[src/rtl/synth_pkg.sv]
// Shared types and constants for the synth voice path.
package synth_pkg;

   typedef enum logic [2:0] {
      IDLE    = 3'd0,
      ATTACK  = 3'd1,
      DECAY   = 3'd2,
      SUSTAIN = 3'd3,
      RELEASE = 3'd4
   } env_state_t;

   localparam int ENV_MAX = 255;
   localparam int FS_HZ   = 8000;

endpackage

[src/rtl/env_scaler.sv]
// Registered sample-by-envelope multiply. Zero envelope gives silence, and full scale
// passes the sample through unchanged.
module env_scaler #(
   parameter int SAMPLE_W = 9,
   parameter int ENV_W    = 8
) (
   input  logic                clk,
   input  logic                reset,
   input  logic [SAMPLE_W-1:0] sample,
   input  logic [ENV_W-1:0]    env,
   output logic [SAMPLE_W-1:0] scaled
);

   localparam int PROD_W = SAMPLE_W + ENV_W + 1;

   logic [ENV_W:0]        env_p1_s;
   logic [PROD_W-1:0]     prod_s;
   logic [SAMPLE_W-1:0]   scaled_s;
   logic [SAMPLE_W-1:0]   scaled_r;

   // Multiply by env+1 so that env=ENV_MAX maps to a pure shift of the input.
   always_comb begin
      env_p1_s = {1'b0, env} + {{ENV_W{1'b0}}, 1'b1};
      prod_s   = {{(ENV_W + 1){1'b0}}, sample} * {{SAMPLE_W{1'b0}}, env_p1_s};
      if (env == {ENV_W{1'b0}}) begin
         scaled_s = {SAMPLE_W{1'b0}};
      end else begin
         scaled_s = SAMPLE_W'(prod_s >> ENV_W);
      end
   end

   // Output register, updated every clock.
   always_ff @(posedge clk or posedge reset) begin
      if (reset) begin
         scaled_r <= {SAMPLE_W{1'b0}};
      end else begin
         scaled_r <= scaled_s;
      end
   end

   assign scaled = scaled_r;

endmodule

[src/rtl/adsr_envelope.sv]
// ADSR envelope generator stepping at the sample rate, scaling both sine half-waves.
// A retrigger restarts ATTACK from the current level so note changes do not click.
module adsr_envelope
   import synth_pkg::*;
#(
   parameter int SAMPLE_W      = 9,
   parameter int ENV_W         = 8,
   parameter int ATTACK_STEP   = 32,
   parameter int DECAY_STEP    = 8,
   parameter int SUSTAIN_LEVEL = 192,
   parameter int RELEASE_STEP  = 4
) (
   input  logic                clk,
   input  logic                reset,
   input  logic                fs_tick,
   input  logic                gate,
   input  logic                note_start,
   input  logic [SAMPLE_W-1:0] pos_in,
   input  logic [SAMPLE_W-1:0] neg_in,
   output logic [SAMPLE_W-1:0] pos_out,
   output logic [SAMPLE_W-1:0] neg_out,
   output logic [ENV_W-1:0]    env_level,
   output logic                active
);

   localparam int ENV_TOP = (1 << ENV_W) - 1;

   localparam logic [ENV_W:0]   attack_step_c  = (ENV_W + 1)'(ATTACK_STEP);
   localparam logic [ENV_W:0]   decay_step_c   = (ENV_W + 1)'(DECAY_STEP);
   localparam logic [ENV_W:0]   release_step_c = (ENV_W + 1)'(RELEASE_STEP);
   localparam logic [ENV_W-1:0] sustain_c      = ENV_W'(SUSTAIN_LEVEL);
   localparam logic [ENV_W-1:0] env_max_c      = {ENV_W{1'b1}};

   if (ATTACK_STEP < 1 || ATTACK_STEP > ENV_TOP ||
       DECAY_STEP < 1 || DECAY_STEP > ENV_TOP ||
       RELEASE_STEP < 1 || RELEASE_STEP > ENV_TOP ||
       SUSTAIN_LEVEL < 0 || SUSTAIN_LEVEL > ENV_TOP ||
       (ENV_W == 8 && ENV_TOP != ENV_MAX)) begin : g_bad_param
      $error("adsr_envelope: step/sustain parameter out of range");
   end

   env_state_t       state_r;
   env_state_t       next_state_s;
   logic [ENV_W-1:0] env_r;
   logic [ENV_W-1:0] next_env_s;
   logic             pend_r;
   logic             active_r;
   logic             retrig_s;
   logic [ENV_W:0]   sum_s;
   logic [ENV_W:0]   dec_s;
   logic [ENV_W:0]   rel_s;

   // Next-state and next-level decision, applied only on fs_tick.
   always_comb begin
      retrig_s     = pend_r | note_start;
      sum_s        = {1'b0, env_r} + attack_step_c;
      dec_s        = {1'b0, env_r} - decay_step_c;
      rel_s        = {1'b0, env_r} - release_step_c;
      next_state_s = state_r;
      next_env_s   = env_r;
      if (retrig_s) begin
         next_state_s = ATTACK;
      end else begin
         case (state_r)
            IDLE: begin
               if (gate) begin
                  next_state_s = ATTACK;
               end else begin
                  next_state_s = IDLE;
               end
            end
            ATTACK: begin
               if (!gate) begin
                  next_state_s = RELEASE;
               end else if (sum_s >= {1'b0, env_max_c}) begin
                  next_env_s   = env_max_c;
                  next_state_s = DECAY;
               end else begin
                  next_env_s   = sum_s[ENV_W-1:0];
               end
            end
            DECAY: begin
               // dec_s[ENV_W] is the borrow; any borrow clamps at the sustain level.
               if (!gate) begin
                  next_state_s = RELEASE;
               end else if (dec_s[ENV_W] || (dec_s[ENV_W-1:0] <= sustain_c)) begin
                  next_env_s   = sustain_c;
                  next_state_s = SUSTAIN;
               end else begin
                  next_env_s   = dec_s[ENV_W-1:0];
               end
            end
            SUSTAIN: begin
               if (!gate) begin
                  next_state_s = RELEASE;
               end else begin
                  next_state_s = SUSTAIN;
               end
            end
            RELEASE: begin
               if (gate) begin
                  next_state_s = ATTACK;
               end else if (rel_s[ENV_W] || (rel_s[ENV_W-1:0] == {ENV_W{1'b0}})) begin
                  next_env_s   = {ENV_W{1'b0}};
                  next_state_s = IDLE;
               end else begin
                  next_env_s   = rel_s[ENV_W-1:0];
               end
            end
            default: begin
               next_state_s = IDLE;
               next_env_s   = {ENV_W{1'b0}};
            end
         endcase
      end
   end

   // Envelope FSM, level, active flag and retrigger latch.
   always_ff @(posedge clk or posedge reset) begin
      if (reset) begin
         state_r  <= IDLE;
         env_r    <= {ENV_W{1'b0}};
         active_r <= 1'b0;
         pend_r   <= 1'b0;
      end else if (fs_tick) begin
         state_r  <= next_state_s;
         env_r    <= next_env_s;
         active_r <= (next_state_s != IDLE);
         pend_r   <= 1'b0;
      end else if (note_start) begin
         pend_r   <= 1'b1;
      end else begin
         pend_r   <= pend_r;
      end
   end

   env_scaler #(.SAMPLE_W(SAMPLE_W), .ENV_W(ENV_W)) u_pos_scaler (
      .clk    (clk),
      .reset  (reset),
      .sample (pos_in),
      .env    (env_r),
      .scaled (pos_out)
   );

   env_scaler #(.SAMPLE_W(SAMPLE_W), .ENV_W(ENV_W)) u_neg_scaler (
      .clk    (clk),
      .reset  (reset),
      .sample (neg_in),
      .env    (env_r),
      .scaled (neg_out)
   );

   assign env_level = env_r;
   assign active    = active_r;

endmodule
[config.mk]
export PLATFORM = sky130hd
export DESIGN_NAME = adsr_envelope
export DESIGN_NICKNAME = d
export VERILOG_FILES = /design/src/rtl/synth_pkg.sv /design/src/rtl/env_scaler.sv /design/src/rtl/adsr_envelope.sv
export SDC_FILE = /design/constraint.sdc
export NUM_CORES = 1
export LEC_CHECK = 0
export ABC_AREA = 1
export CAP_MARGIN = 0
export CORE_MARGIN = 2
export CORE_UTILIZATION = 35
export DETAILED_ROUTE_END_ITERATION = 16
export GPL_TIMING_DRIVEN = 0
export PLACE_DENSITY = 0.55
export SYNTH_ARGS = -nofsm -noshare
export SYNTH_HDL_FRONTEND = slang
export SYNTH_SLANG_ARGS = --single-unit
[constraint.sdc]
create_clock -name clk -period 12.6 [get_ports clk]
set_input_delay 3.78 -clock clk [delete_from_list [all_inputs] [get_ports clk]]
set_output_delay 3.78 -clock clk [all_outputs]
set_load 0.005 [all_outputs]
======== After elaboration in Yosys (flattened, before gate mapping) ========
Index checks and enable logic that the tools add are counted.
operators by class
  equal/unequal tests ..................... 7
  muxes and demuxes ....................... 21
  bitwise gates (word level) .............. 3
  add/sub/neg operators ................... 4
  multiply operators ...................... 2
  reduce and logical (&&, ||, !) cells .... 9
  order comparisons ....................... 2
operators with widths
  operator                                                           number
  two-way mux 8 bit                                                  6
  multiplier 9 x 9 -> 17 bit                                         2
  case mux 8 bit (4 select lines)                                    1
  two-way mux 3 bit                                                  8
  two-way mux 9 bit                                                  2
  logical NOT 8 bit                                                  2
  case mux 3 bit (5 select lines)                                    1
  adder 8 x 1 -> 9 bit, second input constant                        1
  adder 8 x 6 -> 9 bit, second input constant                        1
  greater-or-equal comparator 9 x 8 -> 1 bit, second input constant  1
  subtractor 8 x 3 -> 9 bit, second input constant                   1
  subtractor 8 x 4 -> 9 bit, second input constant                   1
  <= comparator 8 bit, second input constant                         1
  equality test 3 x 2 -> 1 bit, second input constant                2
  inequality test 2 bit, second input constant                       3
  AND reduction 6 bit                                                1
  equality test 3 x 1 -> 1 bit, second input constant                1
  equality test 3 bit, second input constant                         1
  logical NOT 3 bit                                                  1
  two-way mux 1 bit                                                  3
  nonzero test 3 bit                                                 1
  logical OR 1 bit                                                   2
  inverter 1 bit                                                     2
  nonzero test 2 bit                                                 1
  other kinds (2)                                                    2
word-level totals
  word-level logic and storage cells ...... 54
  register bits ........................... 31

======== Logic depth before layout (Yosys ltp) ========
Gate-level depths: netlist of run 1.
  depth after elaboration ................. 8
  mapped depth ............................ 27
  depth with buffers taken out ............ 26

======== Modules after synthesis ========
From an unflattened synthesis of run 1, not the netlist that was laid out.
unflattened totals
  cell total of the unflattened synthesis .. 985
  area total of the unflattened synthesis .. 7063.0 um^2
modules (own cells, without submodules)
  module                     times used  cells each  area an instance (um^2)  sequential area each (um^2)
  env_scaler (u_pos_scaler)  1           405         2961.6                   225.2
  env_scaler (u_neg_scaler)  1           405         2960.3                   225.2
  adsr_envelope              1           175         1141.1                   300.3

======== Worst setup path after synthesis of run 1 ========
No wires, ideal clock.
  path kind ............................... input to register
  from .................................... input pos_in[3]
  to ...................................... register u_pos_scaler.scaled_r[5], in the netlist u_pos_scaler.scaled[5]
  data required time ...................... 12.483 ns
  slack ................................... 5.235 ns
  setup time .............................. 0.117 ns
  stages on the path ...................... 17
  arrival ................................. 7.248 ns
  path through ............................ inv_1 > nor2_1 > fa_1 > fa_1 > fa_1 > inv_1 > fa_1 > inv_1 > ha_1 > nand2_1 > a21oi_1 > a211oi_1 > o21ai_0 > a21boi_0 > nand2_1 > nand2_1 > nor2_1
between the ends
  word-level cells in the longest chain between the ends .. 2
ends and longest elaborated chain
  element                       line                 text
  start, declared               adsr_envelope.sv:18  input logic [SAMPLE_W-1:0] pos_in,
  multiplier 9 x 9 -> 17 bit    env_scaler.sv:24     prod_s = {{(ENV_W + 1){1'b0}}, sample} * {{SAMPLE_W{1'b0}}, env_p1_s};
  two-way mux 9 bit             env_scaler.sv:25     if (env == {ENV_W{1'b0}}) begin
  net u_pos_scaler.scaled_s[5]  env_scaler.sv:18     logic [SAMPLE_W-1:0] scaled_s;
  end signal, assigned          env_scaler.sv:35     scaled_r <= {SAMPLE_W{1'b0}};
  end signal, assigned          env_scaler.sv:37     scaled_r <= scaled_s;
  end, declared                 env_scaler.sv:19     logic [SAMPLE_W-1:0] scaled_r;
The timed path passes the listed nets, and every way through them passes these cells.
A chain may end at the register's enable or synchronous reset.

======== Worst setup path after layout of run 1 ========
  from .................................... input pos_in[5]
  to ...................................... register u_pos_scaler.scaled_r[6], in the netlist u_pos_scaler.scaled[6]
Same word-level chain as after synthesis.

==> results.ini, run 1 <==
[synthesis]
synth_most_common_cell = inv_1
synth-async-reset-ratio_pct = 100
yosysTopAreaCell = fa_1
netlist_instances = 807
yosysTopAreaCellShare_pct = 25.6
synth_fp_nets = 995
synth_edf_count = 0
ys.flop_type = dfrtp_1
synth-seq-cells = 30
synthTopCellsByCount = 172 x inv_1, 148 x nand2_1, 123 x nor2_1
yosysSeqAreaShare_pct = 12.3
synth.area.top_cells = fa_1 26%, ha_1 18%, dfrtp_1 12%
avgSynthCellArea_sq_um = 7.55
synthDistinctLibCells = 37
ys.warnings.count = 0
syn_area_sq_um = 6090

[global_route]
grt_max_degree = 31
grt.total_usage_pct = 16.6
grt_pass1_wl_um = 24400
use_met1_pct = 22.6
gr-total-overflow = 0
antenna_found_initial = 0
grt_use_met2_pct = 28.1
busiest_layer = met2
grt.met3_usage_pct = 2.61
grt_pass1_vias = 5053

[routing]
antenna_left = 0
drc = 0
drt-total-wl_um = 14400
vias = 4961
drtIter0Drc = 192
vias_per_cell = 4.56
first_pass_iters = 4
wl_per_cell_um = 13.2

[critical_path]
critPathArrivalTime_ns = 8.26
path_class = in -> reg
reg2reg_from = env_level[2]
r2r_end = u_pos_scaler.scaled[6]
reg2reg_slack_ns = 7.02
end_kind = flop
cp-start-kind = input port
r2r_cells = 23
critical_path_required_ns = 12.81
worstPathMaxFanout = 5

[clock_tree]
cts_tree = built
clock_sinks = 30
clk_pin_slew_ns = 0.05
cts_buffers = 5
cts-hold-fix-buffers = 0
htree_levels = 2
root_buffer = clkbuf_16
cts_max_path_buffers = 2
cts_setup_buffers = 0
clkLatencyLatePin_ns = 0.28
ctsResizeCount = 0

[sta]
rsz0062_at_grt = no
fin_crit_sh_pct = 63.9
clock_skew_ns = 0.00408
hold_viol = 0
timing.hold.ws_ns = 0.506
max_slew_margin_pct = 58.6
setup_slack_ns = 4.54
fmax_mhz = 124
setup_viol = 0
finalCriticalPeriod_ns = 8.06
tightest_slew_ns = 0.619
setup_tns_ns = 0
slew_viol_final = 0

[worst_hold_path]
whs_endpoint = active
worstHoldPathCells = 2
hp-class = reg -> reg
hold_start = active

[pwr]
p_sw_share_pct = 48.9
p_per_area_nw_per_um2 = 124
power_leakage_nw = 3.96
internal_power_mw = 0.449
p_comb_share_pct = 69.5
seq_power_share_pct = 14.6
power_switching_mw = 0.429
p_clk_share_pct = 15.9
power_mw = 0.878
irDropWorstVdd_mv = 0.0766

[cells_and_area]
nets = 1051
antenna_cells = 0
area_growth_pct = 15.7
drive_above_1_share_pct = 4.87
utilization_pct = 41.1

[floorplanning]
die_area_sq_um = 18500
rows = 48
core_area_sq_um = 17200
dieHeight_um = 136
die_w_um = 136
initial_core_util_pct = 35.5
io_pins = 50

[placed_design]
port-buffer-count = 48
hpwl_um = 12400
dpl_worst_slack_ns = 4.25
routabilityCongestion = 0.837

[outcome]
status = complete, no violations

[flow_run]
maxCapViolations = 0

[area by class of cell]
class | instances | area, sq um
Buffer | 14 | 67.6
Fill cell | 1847 | 10100
Multi-Input combinational cell | 584 | 4600
Inverter | 179 | 672
Clock buffer | 6 | 139
Sequential cell | 30 | 751
Tap cell | 225 | 282
Timing Repair Buffer | 49 | 508
Clock inverter | 1 | 30.0
[placed cells by master, fill, tap and decap left out, types with 2 or more instances in the layout]
cell / instances
a211oi_1: 2
a21boi_0: 3
a21o_1: 2
a21oi_1: 30
buf_2: 3
clkbuf_1: 8
clkbuf_16: 5
clkdlybuf4s50_1: 48
clkinv_1: 2
dfrtp_1: 30
fa_1: 78
ha_1: 87
inv_1: 171
inv_2: 6
nand2_1: 148
nand2_2: 2
nand3_1: 17
nand4_1: 6
nor2_1: 123
nor2_2: 14
nor2_4: 2
nor3_1: 10
nor3_4: 2
o211ai_1: 2
o21ai_0: 24
o21ai_1: 2
o21bai_1: 5
xnor2_1: 11
xor2_1: 6
xor2_2: 2
[per-layer routing]
| metal | wire, um | vias up | share of wire (%) |
|---|---|---|---|
| met5 | 0 | - | 0 |
| met4 | 179 | 0 | 1.2 |
| met3 | 407 | 11 | 2.8 |
| met2 | 6810 | 69 | 47 |
| met1 | 6970 | 2325 | 49 |
| li1 | - | 2556 | - |
[kinds of logic after synthesis]
logic type	share of synthesized area, %
simple gates	22.2
buf+inv	12.1
xor+xnor	2.98
compound gates	6.92
flops	12.3
fa+ha+maj	43.5
[power by group through the flow]
stage | clock [mW] | combinational (mW) | sequential, mW
6_report | 0.139 | 0.610 | 0.128
5_1_grt | 0.148 | 0.707 | 0.131
4_1_cts | 0.144 | 0.619 | 0.129
3_5_place_dp | 0 | 0.611 | 0.130
3_3_place_gp | 0 | 0.612 | 0.131
2_1_floorplan | 0 | 0.433 | 0.131
[critical path: stages]
cell	delay (ns)
clkdlybuf4s50_1	0.59
inv_1	0.16
nor2_1	0.17
fa_1	0.45
fa_1	0.49
fa_1	0.55
inv_1	0.06
fa_1	0.53
inv_1	0.04
ha_1	0.35
a21oi_1	0.22
o21ai_0	0.12
a21oi_1	0.23
o21bai_1	0.16
nand2_1	0.11
nand2_1	0.05
nand2_1	0.06
inv_1	0.04
nor2_1	0.10
[registers in the layout (all words and copies together) (netlist names)]
name and count:
active 1, u_neg_scaler.scaled 9, env_level 7, u_pos_scaler.scaled 9, state_r 3, pend_r 1
[worst max path at each step]
stage	start	endpoint	slack, ns	depth (start not counted)
2_1_floorplan	pos_in[3]	u_pos_scaler.scaled[5]	5.23	17
3_3_place_gp	pos_in[5]	u_pos_scaler.scaled[6]	4.27	19
3_5_place_dp	neg_in[5]	u_neg_scaler.scaled[5]	4.25	18
4_1_cts	neg_in[5]	u_neg_scaler.scaled[5]	4.55	18
5_1_grt	neg_in[1]	u_neg_scaler.scaled[5]	4.22	18
6_report	pos_in[5]	u_pos_scaler.scaled[6]	4.54	19
[stage by stage]
stage	area (sq um)	std cells
after global routing	7050	1088
final	7050	1088
after detailed placement	6860	1080
after global placement	6860	1080
after floorplan	6090	807
after CTS	7030	1087
Note: power is estimated with default switching activity, not from simulation.
==> run 2: changes to the inputs <==
Settings changed: PLACE_DENSITY 0.55 to 0.57.
Clock period 12.6 ns to 7.32 ns, I/O delays scaled along.
==> run 2 against run 1 <==
  * Combinational power up 72%
  * Sequential power up 73%
  * Die area unchanged
  * Sequential cell count unchanged
  * Count of clock-buffer cells in the layout unchanged
  * Sequential share of layout area up 0.068 points
  * Register-to-register slack worse by 5.3 ns
  * Clock power up 50%
  * Routed wire length down 0.52%
  * Critical path type unchanged
  * Largest cell class unchanged
==> results.ini, run 2 (synthesized netlist as in run 1, its figures left out) <==
[critical_path]
critPathArrivalTime_ns = 6.65  ; was 8.26 ns
path_cells = clkdlybuf4s50_1, nand2_1, fa_1, fa_1, inv_1, fa_1, inv_1, fa_1, inv_1, ha_1, nand2_1, a21oi_1, a211oi_1, o21ai_0, a21boi_0, nand2_1, nand2_1, nor2_1  ; was clkdlybuf4s50_1, inv_1, nor2_1, fa_1, fa_1, fa_1, inv_1, fa_1, inv_1, ha_1, a21oi_1, o21ai_0, a21oi_1, o21bai_1, nand2_1, nand2_1, nand2_1, inv_1, nor2_1
cp-start-kind = input port  ; unchanged
max_stage_delay_ns = 0.57  ; was 0.59 ns
slowest_stage = clkdlybuf4s50_1  ; unchanged
path_class = in -> reg  ; unchanged
worstPathMaxFanout = 6  ; was 5
end_kind = flop  ; unchanged
path_buf_inv = 4  ; was 5
critical_path_required_ns = 7.49  ; was 12.81 ns
crit_family = adder cells  ; unchanged
r2r_cells = 23  ; unchanged
cp_num_cells = 18  ; was 19

[floorplanning]
dieHeight_um = 136  ; unchanged
core_area_sq_um = 17200  ; unchanged
initial_core_util_pct = 35.5  ; unchanged
die_area_sq_um = 18500  ; unchanged
rows = 48  ; unchanged
io_pins = 50  ; unchanged
die_w_um = 136  ; unchanged

[flow_run]
maxCapViolations = 0  ; unchanged

[cells_and_area]
mostFrequentLayoutCell = inv_1  ; unchanged
nets = 1050  ; was 1051
utilization_pct = 40.8  ; was 41.1%
finish.cell_count_without_fillers = 1088  ; unchanged
drive_above_1_share_pct = 4.98  ; was 4.87%
area_growth_pct = 15.0  ; was 15.7%
antenna_cells = 0  ; unchanged
final_cell_mix = 171 x inv_1, 148 x nand2_1, 123 x nor2_1  ; unchanged

[global_route]
grt_max_degree = 31  ; unchanged
grt_pass1_wl_um = 24600  ; was 24400 um
gr-total-overflow = 0  ; unchanged
grt_pass1_vias = 5100  ; was 5053
antenna_found_initial = 0  ; unchanged
grt.total_usage_pct = 16.8  ; was 16.6%

[pwr]
p_per_area_nw_per_um2 = 211  ; was 124 nW/um^2
irDropWorstVdd_mv = 0.0998  ; was 0.0766 mV
power_mw = 1.48  ; was 0.878 mW
power_leakage_nw = 3.94  ; was 3.96 nW

[routing]
first_pass_iters = 4  ; unchanged
vias_per_cell = 4.60  ; was 4.56
drc = 0  ; unchanged
vias = 5002  ; was 4961
antenna_left = 0  ; unchanged
wl_per_cell_um = 13.1  ; was 13.2 um
drtIter0Drc = 260  ; was 192
drt-total-wl_um = 14300  ; was 14400 um

[clock_tree]
root_buffer = clkbuf_16  ; unchanged
cts_setup_buffers = 0  ; unchanged
clock_sinks = 30  ; unchanged
htree_levels = 2  ; unchanged
ctsResizeCount = 0  ; unchanged
cts_tree = built  ; unchanged
cts-hold-fix-buffers = 0  ; unchanged
clkLatencyLatePin_ns = 0.28  ; about the same
clk_pin_slew_ns = 0.05  ; about the same
cts_buffers = 5  ; unchanged
cts_max_path_buffers = 2  ; unchanged

[placed_design]
port-buffer-count = 48  ; unchanged
post-place-cells = 1080  ; unchanged
routabilityCongestion = 0.872  ; was 0.837
hpwl_um = 12300  ; was 12400 um

[sta]
finalCriticalPeriod_ns = 6.48
tightest_slew_ns = 0.645  ; was 0.619 ns
clock_skew_ns = 0.00354  ; was 0.00408 ns
slew_viol_final = 0  ; unchanged
fmax_mhz = 154
hold_viol = 0  ; unchanged
setup_viol = 0  ; unchanged
setup_tns_ns = 0  ; unchanged
fin_crit_sh_pct = 88.6
rsz0062_at_grt = no  ; unchanged
timing.hold.ws_ns = 0.510  ; was 0.506 ns
max_slew_margin_pct = 57.0  ; was 58.6%

[worst_hold_path]
worstHoldPathCells = 2  ; unchanged
hp-class = reg -> reg  ; unchanged

[outcome]
status = complete, no violations  ; unchanged

-- run 2: layout make-up --
class | instances | area, sq um
Buffer | 14 | 67.6
Multi-Input combinational cell | 584 | 4600
Fill cell | 1821 | 10200
Clock inverter | 2 | 12.5
Sequential cell | 30 | 751
Tap cell | 225 | 282
Inverter | 179 | 672
Timing Repair Buffer | 48 | 480
Clock buffer | 6 | 139
-- run 2: worst paths after layout --
path                              start                endpoint  slack [ns]
max                           pos_in[0]  u_pos_scaler.scaled[5]        0.84
min                              active                  active        0.51
max reg2reg                env_level[2]  u_pos_scaler.scaled[6]        1.74
min reg2reg                      active                  active        0.51
max in group asynchronous         reset            env_level[0]        4.56
min in group asynchronous         reset  u_neg_scaler.scaled[7]        2.34
-- run 2: routing by layer --
layer	up-vias	track usage, %	wire length [um]
li1	2557	-	-
met1	2309	22.6	6530
met2	113	28.5	6770
met3	23	2.72	721
met4	0	3.70	269
met5	-	0	0
-- run 2: where the power goes --
group / switching, mW / total, mW / internal [mW]
logic: 0.645 / 1.05 / 0.405
clock network: 0.0747 / 0.209 / 0.134
registers: 0.0201 / 0.222 / 0.202
-- run 2: through the flow --
stage,area (sq um),setup slack [ns]
after floorplan,6090,1.54
after global placement,6860,0.590
after detailed placement,6860,0.590
after CTS,7010,0.852
after global routing,7010,0.444
final,7010,0.837
-- run 2: tightest hold or removal path, stage by stage, from the launching register on --
cell     delay [ns]
dfrtp_1        0.34
nor2_1         0.04
nor2_1         0.09
==> patch (settings of run 2) <==
Encoding of `env_state_t`: now Gray code (3 bits for 5 states).
--- a/src/rtl/synth_pkg.sv
+++ b/src/rtl/synth_pkg.sv
@@ -2,11 +2,11 @@
 package synth_pkg;
 
    typedef enum logic [2:0] {
-      IDLE    = 3'd0,
-      ATTACK  = 3'd1,
-      DECAY   = 3'd2,
-      SUSTAIN = 3'd3,
-      RELEASE = 3'd4
+      IDLE    = 3'b000,
+      ATTACK  = 3'b001,
+      DECAY   = 3'b011,
+      SUSTAIN = 3'b010,
+      RELEASE = 3'b110
    } env_state_t;
 
    localparam int ENV_MAX = 255;
Formal check against the unedited RTL: no difference found for any inputs over 4 cycles, from zero or initial values and one cycle with reset high; so few cycles prove little.
==> patch against run 2 <==
Utilization increased by 0.058 points. Routed wire length is 1.7% higher. Clock skew about the same. Final area up 0.14%. Register-to-register slack improved by 110 ps. Sequential cell count unchanged. Worst setup slack improved by 130 ps. Synthesized area shrank 0.12%. Critical path type unchanged. Critical endpoint is now u_pos_scaler.scaled[6]$_DFF_PP0_.
Power is not shown: default switching activity piles up to over one toggle a cycle in this logic, so the estimate is an artifact.
==> patch: results (changes against run 2) <==
INFO  metric synth_nets = 994 (-0.10%)
INFO  metric synth_commonest_cells = sky130_fd_sc_hd__inv_1, sky130_fd_sc_hd__nand2_1, sky130_fd_sc_hd__nor2_1
INFO  metric insertedDiodeCount = 0 (unchanged)
INFO  metric dp_hpwl = 12200 µm (-0.27%)
INFO  metric largest_net_degree_at_the_start_of_global_routing = 31 (unchanged)
INFO  metric worstSetupStartpoint = pos_in[5]
INFO  metric drt-wirelength-per-cell = 13.4 µm (+1.9%)
INFO  metric clock-skew-final = 3.28 ps (-0.262 ps)
INFO  metric cts-root-buf = sky130_fd_sc_hd__clkbuf_16
INFO  metric globalplace.congestion = 0.876 (+0.41%)
INFO  metric max_stage_delay = 600 ps (+30 ps)
INFO  metric post_synth_main_area_contributors = sky130_fd_sc_hd__fa_1, sky130_fd_sc_hd__ha_1, sky130_fd_sc_hd__dfrtp_1
INFO  metric drive_above_1_share = 3.72% (-1.3 points)
INFO  metric worst_ep_arrival_time = 6510 ps (-140 ps)
INFO  metric rr_endpoint = u_neg_scaler.scaled[5]$_DFF_PP0_
INFO  metric num-nets-final = 1049 (-0.095%)
INFO  metric detailedRoute.firstIterationViolations = 210 (-19%)
INFO  metric reg2reg_slack = 1850 ps (+110 ps)
INFO  metric timing.reg2reg.worst_path_depth = 19 (-17%)
INFO  metric ys.flop_type = sky130_fd_sc_hd__dfrtp_1
INFO  metric run_status = complete, no violations
INFO  metric ys_types = 38 (+2.7%)
INFO  metric layout.filler_cells = 1827 (+0.33%)
INFO  metric hp-class = reg -> reg
INFO  metric critical_path.endpoint = u_pos_scaler.scaled[6]$_DFF_PP0_
INFO  metric timing.max_slew.rel_slack = 53.8% (-3.2 points)
INFO  metric synth-seq-area-share = 12.3% (+0.015 points)
==> patch: worst min path at each step <==
stage | startpoint | end | slack (ps) | cells after the start
3_3_place_gp | active$_DFFE_PP0P_ | active$_DFFE_PP0P_ | 470 | 2
3_5_place_dp | active$_DFFE_PP0P_ | active$_DFFE_PP0P_ | 470 | 2
6_report | active$_DFFE_PP0P_ | active$_DFFE_PP0P_ | 490 | 2
5_1_grt | active$_DFFE_PP0P_ | active$_DFFE_PP0P_ | 520 | 2
4_1_cts | active$_DFFE_PP0P_ | active$_DFFE_PP0P_ | 490 | 2
2_1_floorplan | active$_DFFE_PP0P_ | active$_DFFE_PP0P_ | 470 | 2
==> patch: critical path: cells and delay by family <==
kind	cells	cell delay (ps)
buffers and inverters	4	860
AND/OR/NAND/NOR	2	270
AO/OA/AOI/OAI	5	790
adder cells (fa/ha/maj)	5	2380
==> patch: metal layers <==
metal	global-route usage (%)	wire, µm
met1	25.2	7140
met2	26.6	6400
met3	2.39	616
met4	5.96	371
met5	0	0
==> patch: per-stage QoR <==
stage	utilization, %	cells	hold slack, ps	area [µm²]	worst slack, ps
global placement	39.9	1079	470	6850	700
global route	40.9	1086	523	7020	678
floorplan	-	806	471	6090	1650
detailed placement	39.9	1079	466	6850	713
CTS	40.9	1086	487	7020	1010
finish	40.9	1086	489	7020	966
==> patch: cells by family (layout without fill, tap and decap cells) <==
logic type	Yosys count	after routing	share of synthesized area, %
AOI/OAI and AO/OA	77	77	7.13
xor gates and xnor gates	17	17	2.57
and+or+nand+nor	329	329	22.4
adders and majority gates	165	165	43.5
buffers and inverters	188	243	12.0
DFF	30	30	12.3
==> patch: layout make-up <==
| type | instances | area, µm² | share of cell area [%] |
|---|---|---|---|
| multi-input combinational | 588 | 4600 | 65.6 |
| buffer | 16 | 86.3 | 1.23 |
| sequential | 30 | 751 | 10.7 |
| tap | 225 | 282 | 4.01 |
| timing repair buffer | 48 | 480 | 6.85 |
| inverter | 172 | 646 | 9.20 |
| clock buffer | 6 | 139 | 1.98 |
| clock inverter | 1 | 30.0 | 0.428 |
